==> src/rtl/mips_run_ctrl.sv <==
// Run controller and result monitor for a simulated MIPS core: sequences core reset,
// counts RUN cycles and GPR writes, detects halt/timeout and freezes a write signature.
module mips_run_ctrl #(
    parameter int unsigned RESET_CYCLES = 5,
    parameter int unsigned MAX_CYCLES   = 2048,
    parameter logic [31:0] HALT_INSTR   = 32'h1000_ffff,
    parameter int unsigned HALT_STABLE  = 4,
    parameter int unsigned CNT_W        = 32,
    parameter logic [31:0] SIG_SEED     = 32'h0000_0000
) (
    input  logic             clk,
    input  logic             reset,
    input  logic [31:0]      pc,
    input  logic [31:0]      instr,
    input  logic             grf_we,
    input  logic [4:0]       grf_addr,
    input  logic [31:0]      grf_wdata,
    output logic             cpu_reset,
    output logic             running,
    output logic             done,
    output logic             halted,
    output logic             timeout,
    output logic [CNT_W-1:0] cycle_cnt,
    output logic [CNT_W-1:0] wr_cnt,
    output logic [31:0]      signature,
    output logic [31:0]      halt_pc
);

    typedef enum logic [1:0] {ST_HOLD, ST_RUN, ST_DONE} state_t;

    // A RESET_CYCLES of 0 still holds the core for one edge.
    localparam logic [31:0]      HOLD_LAST = (RESET_CYCLES == 0) ? 32'd0 : 32'(RESET_CYCLES - 1);
    localparam logic [CNT_W-1:0] CNT_MAX   = {CNT_W{1'b1}};
    localparam logic [CNT_W-1:0] CYC_LIMIT = CNT_W'(MAX_CYCLES);
    localparam logic [31:0]      STABLE_N  = 32'(HALT_STABLE);

    state_t           state_q, state_d;
    logic             cpu_reset_q, cpu_reset_d;
    logic             running_q, running_d;
    logic             done_q, done_d;
    logic             halted_q, halted_d;
    logic             timeout_q, timeout_d;
    logic [CNT_W-1:0] cycle_cnt_q, cycle_cnt_d;
    logic [CNT_W-1:0] wr_cnt_q, wr_cnt_d;
    logic [31:0]      signature_q, signature_d;
    logic [31:0]      halt_pc_q, halt_pc_d;
    logic [31:0]      hold_q, hold_d;
    logic [31:0]      stable_q, stable_d;
    logic [31:0]      pc_prev_q, pc_prev_d;
    logic             prev_valid_q, prev_valid_d;
    logic             halt_hit;

    always_comb begin
        // NOTE: every _d defaults to its _q first so no path through the case infers a latch.
        state_d      = state_q;
        cpu_reset_d  = cpu_reset_q;
        running_d    = running_q;
        done_d       = done_q;
        halted_d     = halted_q;
        timeout_d    = timeout_q;
        cycle_cnt_d  = cycle_cnt_q;
        wr_cnt_d     = wr_cnt_q;
        signature_d  = signature_q;
        halt_pc_d    = halt_pc_q;
        hold_d       = hold_q;
        stable_d     = stable_q;
        pc_prev_d    = pc_prev_q;
        prev_valid_d = prev_valid_q;
        halt_hit     = 1'b0;

        case (state_q)
            ST_HOLD: begin
                hold_d = hold_q + 32'd1;
                if (hold_q == HOLD_LAST) begin
                    state_d     = ST_RUN;
                    cpu_reset_d = 1'b0;
                    running_d   = 1'b1;
                end
            end
            ST_RUN: begin
                if (cycle_cnt_q != CNT_MAX) cycle_cnt_d = cycle_cnt_q + 1'b1;
                if (grf_we && grf_addr != 5'd0) begin
                    if (wr_cnt_q != CNT_MAX) wr_cnt_d = wr_cnt_q + 1'b1;
                    signature_d = {signature_q[30:0], signature_q[31]} ^ grf_wdata ^ {27'b0, grf_addr};
                end
                if (prev_valid_q && pc == pc_prev_q) begin
                    if (stable_q != 32'hffff_ffff) stable_d = stable_q + 32'd1;
                end else begin
                    stable_d = 32'd0;
                end
                pc_prev_d    = pc;
                prev_valid_d = 1'b1;

                // Halt takes priority over a timeout landing on the same edge.
                halt_hit = (instr == HALT_INSTR) || (HALT_STABLE != 0 && stable_d == STABLE_N);
                if (halt_hit || cycle_cnt_d == CYC_LIMIT) begin
                    state_d     = ST_DONE;
                    cpu_reset_d = 1'b1;
                    running_d   = 1'b0;
                    done_d      = 1'b1;
                    if (halt_hit) begin
                        halted_d  = 1'b1;
                        halt_pc_d = pc;
                    end else begin
                        timeout_d = 1'b1;
                    end
                end
            end
            ST_DONE: ;
            default: state_d = ST_HOLD;
        endcase
    end

    // NOTE: sequential state uses non-blocking assignments only, so every flop sees pre-edge values.
    always_ff @(posedge clk or negedge reset) begin
        if (!reset) begin
            state_q      <= ST_HOLD;
            cpu_reset_q  <= 1'b1;
            running_q    <= 1'b0;
            done_q       <= 1'b0;
            halted_q     <= 1'b0;
            timeout_q    <= 1'b0;
            cycle_cnt_q  <= '0;
            wr_cnt_q     <= '0;
            signature_q  <= SIG_SEED;
            halt_pc_q    <= 32'd0;
            hold_q       <= 32'd0;
            stable_q     <= 32'd0;
            pc_prev_q    <= 32'd0;
            prev_valid_q <= 1'b0;
        end else begin
            state_q      <= state_d;
            cpu_reset_q  <= cpu_reset_d;
            running_q    <= running_d;
            done_q       <= done_d;
            halted_q     <= halted_d;
            timeout_q    <= timeout_d;
            cycle_cnt_q  <= cycle_cnt_d;
            wr_cnt_q     <= wr_cnt_d;
            signature_q  <= signature_d;
            halt_pc_q    <= halt_pc_d;
            hold_q       <= hold_d;
            stable_q     <= stable_d;
            pc_prev_q    <= pc_prev_d;
            prev_valid_q <= prev_valid_d;
        end
    end

    assign cpu_reset = cpu_reset_q;
    assign running   = running_q;
    assign done      = done_q;
    assign halted    = halted_q;
    assign timeout   = timeout_q;
    assign cycle_cnt = cycle_cnt_q;
    assign wr_cnt    = wr_cnt_q;
    assign signature = signature_q;
    assign halt_pc   = halt_pc_q;

endmodule

==> config.mk <==
export PLATFORM = sky130hd
export DESIGN_NAME = mips_run_ctrl
export DESIGN_NICKNAME = d
export VERILOG_FILES = /design/src/rtl/mips_run_ctrl.sv
export SDC_FILE = /design/constraint.sdc
export NUM_CORES = 1
export LEC_CHECK = 0
export CORE_ASPECT_RATIO = 0.8
export CORE_UTILIZATION = 55
export CTS_BUF_LIST = sky130_fd_sc_hd__clkbuf_4
export CTS_CLUSTER_DIAMETER = 120
export DETAILED_ROUTE_END_ITERATION = 8
export DONT_BUFFER_PORTS = 1
export GPL_TIMING_DRIVEN = 0
export MAX_ROUTING_LAYER = met4
export PLACE_DENSITY = 0.84
export SLEW_MARGIN = 0
export SYNTH_ARGS = -nofsm -noshare
export SYNTH_HDL_FRONTEND = slang
export SYNTH_SLANG_ARGS = --single-unit
==> constraint.sdc <==
create_clock -name clk -period 3 [get_ports clk]
set_input_delay 0.15 -clock clk [delete_from_list [all_inputs] [get_ports clk]]
set_output_delay 0.15 -clock clk [all_outputs]
set_load 0.05 [all_outputs]
-- Word level (Yosys, flattened, before mapping)
Index checks and enable logic that the tools add are counted.
W data, S select, Z words.
- output and inout bits: 133
- register bits after elaboration: 232
- input port bits: 104
- logic and storage cells: 62
- bitwise logic cells: 4
- mux-type cells: 14
- reduce and logical (&&, ||, !) cells: 14
- equality and inequality tests: 12
- add/subtract/negate cells: 4
- operators with widths (kind ; count):
    $mux W32 ; 5
    $add A32 B1 Y32 const B ; 4
    $ne A32 B32 Y1 const B ; 3
    $eq A32 B3 Y1 const B ; 2
    $eq A32 B12 Y1 const B ; 1
    $eq A32 B29 Y1 const B ; 1
    $eq A32 B32 Y1 ; 1
    $xor A32 B32 Y32 ; 1
    $xor A32 B5 Y32 ; 1
    $reduce_and A3 Y1 ; 5
    $pmux W2 S3 ; 1
    $reduce_bool A5 Y1 ; 1
    $mux W1 ; 4
    $mux W2 ; 2
    $ne A2 B2 Y1 const B ; 2
    $pmux W1 S2 ; 2
    $reduce_and A2 Y1 ; 2
    $eq A2 B1 Y1 const B ; 1
    $eq A2 B2 Y1 const B ; 1
    $logic_and A1 B1 Y1 ; 2
    $logic_not A2 Y1 ; 1
    $logic_or A1 B1 Y1 ; 2
    $not A1 Y1 ; 2
    $reduce_bool A2 Y1 ; 1

-- Logic depth before layout (Yosys ltp)
- word-level depth: 9
- depth in mapped cells: 13

-- Least setup slack after synthesis
OpenSTA, ideal clock, no wires.
- path type: register -> register
- start: reg cycle_cnt_q[0], in the netlist cycle_cnt[0]
- end: reg running_q, in the netlist running
- cell stages (with the launch flop): 10
- path buffers: 0
- required time: 2.870 ns
- setup slack: -0.513 ns
- library setup time: 0.130 ns
- arrival: 3.383 ns
- cells stage by stage: dfrtp_1 -> ha_1 -> nand3_2 -> nor3_2 -> nand3_2 -> mux2_1 -> or4_1 -> or4_4 -> o41ai_2 -> o21ai_1
- word-level cells in the longest chain between the ends: 7
- elaborated cells between the ends (all ways): 8
- ends and longest elaborated chain (what ; RTL line ; source):
    from (decl) ; 43 ; logic [CNT_W-1:0] cycle_cnt_q, cycle_cnt_d;
    from (signal assigned) ; 138 ; cycle_cnt_q <= cycle_cnt_d;
    $add A32 B1 Y32 / $ne A32 B32 Y1 (equally long branches) ; 81 ; if (cycle_cnt_q != CNT_MAX) cycle_cnt_d = cycle_cnt_q + 1'b1;
    $mux W32 * ; 81 ;
    $mux W32 * ; 71 ; case (state_q)
    $eq A32 B12 Y1 * ; 96 ; if (halt_hit || cycle_cnt_d == CYC_LIMIT) begin
    $logic_or A1 B1 Y1 * ; 96 ;
    $ne A2 B2 Y1 (no source line) * ; -- ;
    $reduce_and A3 Y1 (no source line) * ; -- ;
    to (signal assigned) ; 134 ; running_q <= running_d;
    to (decl) ; 39 ; logic running_q, running_d;
Mark *: on every way between the ends. The rest lies on a longest branch, timed or not. The select of a mux whose other input is x is not followed.
A chain may end at the register's enable or synchronous reset.

-- Worst setup path in the final report
- start: reg stable_q[23]
- end: reg halt_pc_q[25], in the netlist halt_pc[25]
- word-level cells in the longest chain between the ends: 8
- elaborated cells between the ends (all ways): 9
- ends and longest elaborated chain (what ; RTL line ; source):
    from (decl) ; 48 ; logic [31:0] stable_q, stable_d;
    from (signal assigned) ; 143 ; stable_q <= stable_d;
    $add A32 B1 Y32 / $ne A32 B32 Y1 (equally long branches) ; 87 ; if (stable_q != 32'hffff_ffff) stable_d = stable_q + 32'd1;
    $mux W32 * ; 87 ;
    $mux W32 * ; 86 ; if (prev_valid_q && pc == pc_prev_q) begin
    $mux W32 * ; 71 ;
    $eq A32 B3 Y1 * ; 95 ; halt_hit = (instr == HALT_INSTR) || (HALT_STABLE != 0 && stable_d == STABLE_N);
    $logic_or A1 B1 Y1 * ; 95 ;
    $logic_or A1 B1 Y1 ; 96 ;
    $reduce_and A3 Y1 (no source line) * ; -- ;
    to (signal assigned) ; 141 ; halt_pc_q <= halt_pc_d;
    to (decl) ; 46 ; logic [31:0] halt_pc_q, halt_pc_d;
Marked as above.

==> metrics.cfg <==
[timing]
max_freq_mhz=289
fin_skew_ns=0.0823
max-slew-margin-rel_pct=34.2
fin_ws_ns=-0.456
period_minus_slack_ns=3.46
setup_viol_count_final=39
grt_setup_unrepaired=yes
slew_viol_final=0
hold_viol_final=232
worst_slew_pin_slew_ns=0.984
fin_crit_sh_pct=115
fin_worst_hold_slack_ns=-0.825

[floorplanning]
core_sq_um=22400
die_h_um=137
initial_utilization_pct=55.9
die_w_um=171
ioPinCount=237
die_area_sq_um=23400
rows=49

[critical_path]
endpoint_kind=flop
cp_num_buf_inv=6
start_kind=flop
worstPathMaxFanout=8
cp_slowest_stage_delay_ns=0.45
critPathRequiredTime_ns=3.60
arrival_ns=4.05
cp_slowest_cell=a2111oi_4
critPathKind=reg -> reg
critical_path.cell_chain=clkbuf_8, nand4_1, buf_4, nor3_4, buf_4, buf_6, a31oi_4, nand4_1, a2111oi_4, nand4b_1, o21ai_4, nand2_4, buf_6, buf_12, mux2_4
critical-path-top-delay-family=buffers and inverters

[synth]
synth_area_leaders=dfrtp_1, xnor2_1, nand2_1
synth_edf_count=0
avgSynthCellArea_sq_um=9.69
ys_ff_latch=232
synth_commonest_cells=dfrtp_1, nand2_1, xnor2_1
synth_cell_type_count=85
yosys_warnings=0
synth_largest_area_cell=dfrtp_1
syn_nets=1403
syn-cell-area_sq_um=12500
async_flop_share_pct=100
synth_top_area_share_pct=46.1
synth.yosys.seq_area_share_pct=46.3
ys.flop_type=dfrtp_1
synthCells=1294
synthMostInstantiatedCell=dfrtp_1

[place]
io_buffers=0
dpl.hpwl_um=24000
dpl.cell_count=1600
routabilityCongestion=1.00
dp_slack_ns=-0.894

[cts]
numCtsBuffers=56
clk_path_buf_depth=3
cts-root-buf=clkbuf_4
numClockSinks=232
clock_latency_ns=0.72
htree_levels=2
clkTransAtPathRegs_ns=0.08
cts_tree=yes
hold_buffers=69

[power_and_ir_drop]
leakagePower_nw=6.98
ir_drop_mv=0.587
p_per_area_nw_per_um2=464
finalPower_mw=7.31

[grt]
grt_max_degree=233
grt_pass1_wl_um=63800
grt_overflow_total=0
antenna_found_initial=1
first_global_vias=11700
grt_use_total_pct=36.6

[finish]
finalNetCount=1600
instances_no_fill=1844
drive_gt1_share_pct=24.3
area_growth_pct=25.5

[route]
drc=0
dr.pass1.iters=8
route.vias.total=11700
drtIter0Drc=1359
post_drt_via_cell_ratio=6.35
wl_per_cell_um=22.3
wl_um=41100
ant_nets=0

[run]
cap_violations=0

[min_path]
min_path_type=in -> async

[status]
status=finished with violations
violations=negative hold slack, negative setup slack

==> final cells by class <==
type,instances,area (sq um)
Multi-Input combinational cell,994,6940
Fill cell,1512,6700
Sequential cell,232,5900
Timing Repair Buffer,140,1340
Clock buffer,73,548
Buffer,51,424
Tap cell,306,383
Clock inverter,31,138
Inverter,16,60.1
Antenna cell,1,2.50
==> registers in the layout, indices dropped and copies added (netlist names) <==
name          cells
cpu_reset         1
cycle_cnt        32
done              1
halt_pc          32
halted            1
hold_q           32
pc_prev_q        32
prev_valid_q      1
running           1
signature        32
stable_q         32
state_q           2
timeout           1
wr_cnt           32
==> final timing paths <==
| path | startpoint | end | slack, ns | cells after the start |
|---|---|---|---|---|
| max | stable_q[23] | halt_pc[25] | -0.46 | 15 |
| min | reset | cycle_cnt[7] | -0.82 | 0 |
| max reg2reg | stable_q[23] | halt_pc[25] | -0.46 | 15 |
| min reg2reg | hold_q[2] | hold_q[2] | 0.48 | 1 |
| max in group asynchronous | reset | wr_cnt[6] | 3.21 | 0 |
| min in group clk | grf_we | wr_cnt[6] | 0.04 | 4 |
==> layout by cell type, fill, tap and decap left out, types with 22 or more instances in the layout <==
cell type and count:
and3_1 29, xor2_1 40, nand3_1 55, xnor2_1 130, dfrtp_1 178, mux2_4 31, clkbuf_1 22, nor2_1 69
buf_4 62, dlygate4sd3_1 69, clkbuf_4 75, a21oi_1 22, o21ai_0 74, nand4_1 54, dfrtp_2 44, nand2_1 227
==> routing by layer <==
| layer | global-route usage (%) | routed length (um) | vias to the layer above |
|---|---|---|---|
| met5 | - | 0 | - |
| met4 | 17.6 | 2080 | 0 |
| met1 | 45.2 | 15400 | 5635 |
| met2 | 55.3 | 18700 | 853 |
| met3 | 10.6 | 4920 | 201 |
| li1 | - | - | 5017 |
==> stage by stage <==
stage / area [sq um] / TNS (ns) / util (%)
after global placement: 13100 / -32.73 / 58.5
after floorplan: 12700 / -0.254 / -
after detailed placement: 13100 / -31.62 / 58.5
after CTS: 15400 / -10.18 / 68.8
final: 15700 / -15.47 / 70.1
after global routing: 15700 / -18.09 / 70.1
==> what timing repair did <==
item / CTS / global route
setup endpoints to repair: 53 / 72
hold endpoints to repair: 329 / 232
cloned: 3 / 0
gates resized for setup: 105 / 44
setup buffers: 53 / 15
pin swaps: 33 / 25
==> power breakdown <==
group          switching (mW)  internal (mW)  leakage [nW]
combinational           0.289          0.307          3.62
sequential              0.852           3.29          2.95
clock                    1.40           1.16         0.411
==> kinds of logic after synthesis <==
| family | Yosys count | synth area share (%) |
|---|---|---|
| AOI/OAI and AO/OA | 175 | 8.92 |
| xor gates and xnor gates | 174 | 12.2 |
| adders and majority gates | 5 | 0.499 |
| buffers and inverters | 68 | 2.89 |
| DFF | 232 | 46.3 |
| muxes | 42 | 4.44 |
| and+or+nand+nor | 598 | 24.8 |
Power figures use the tool's default switching activity.
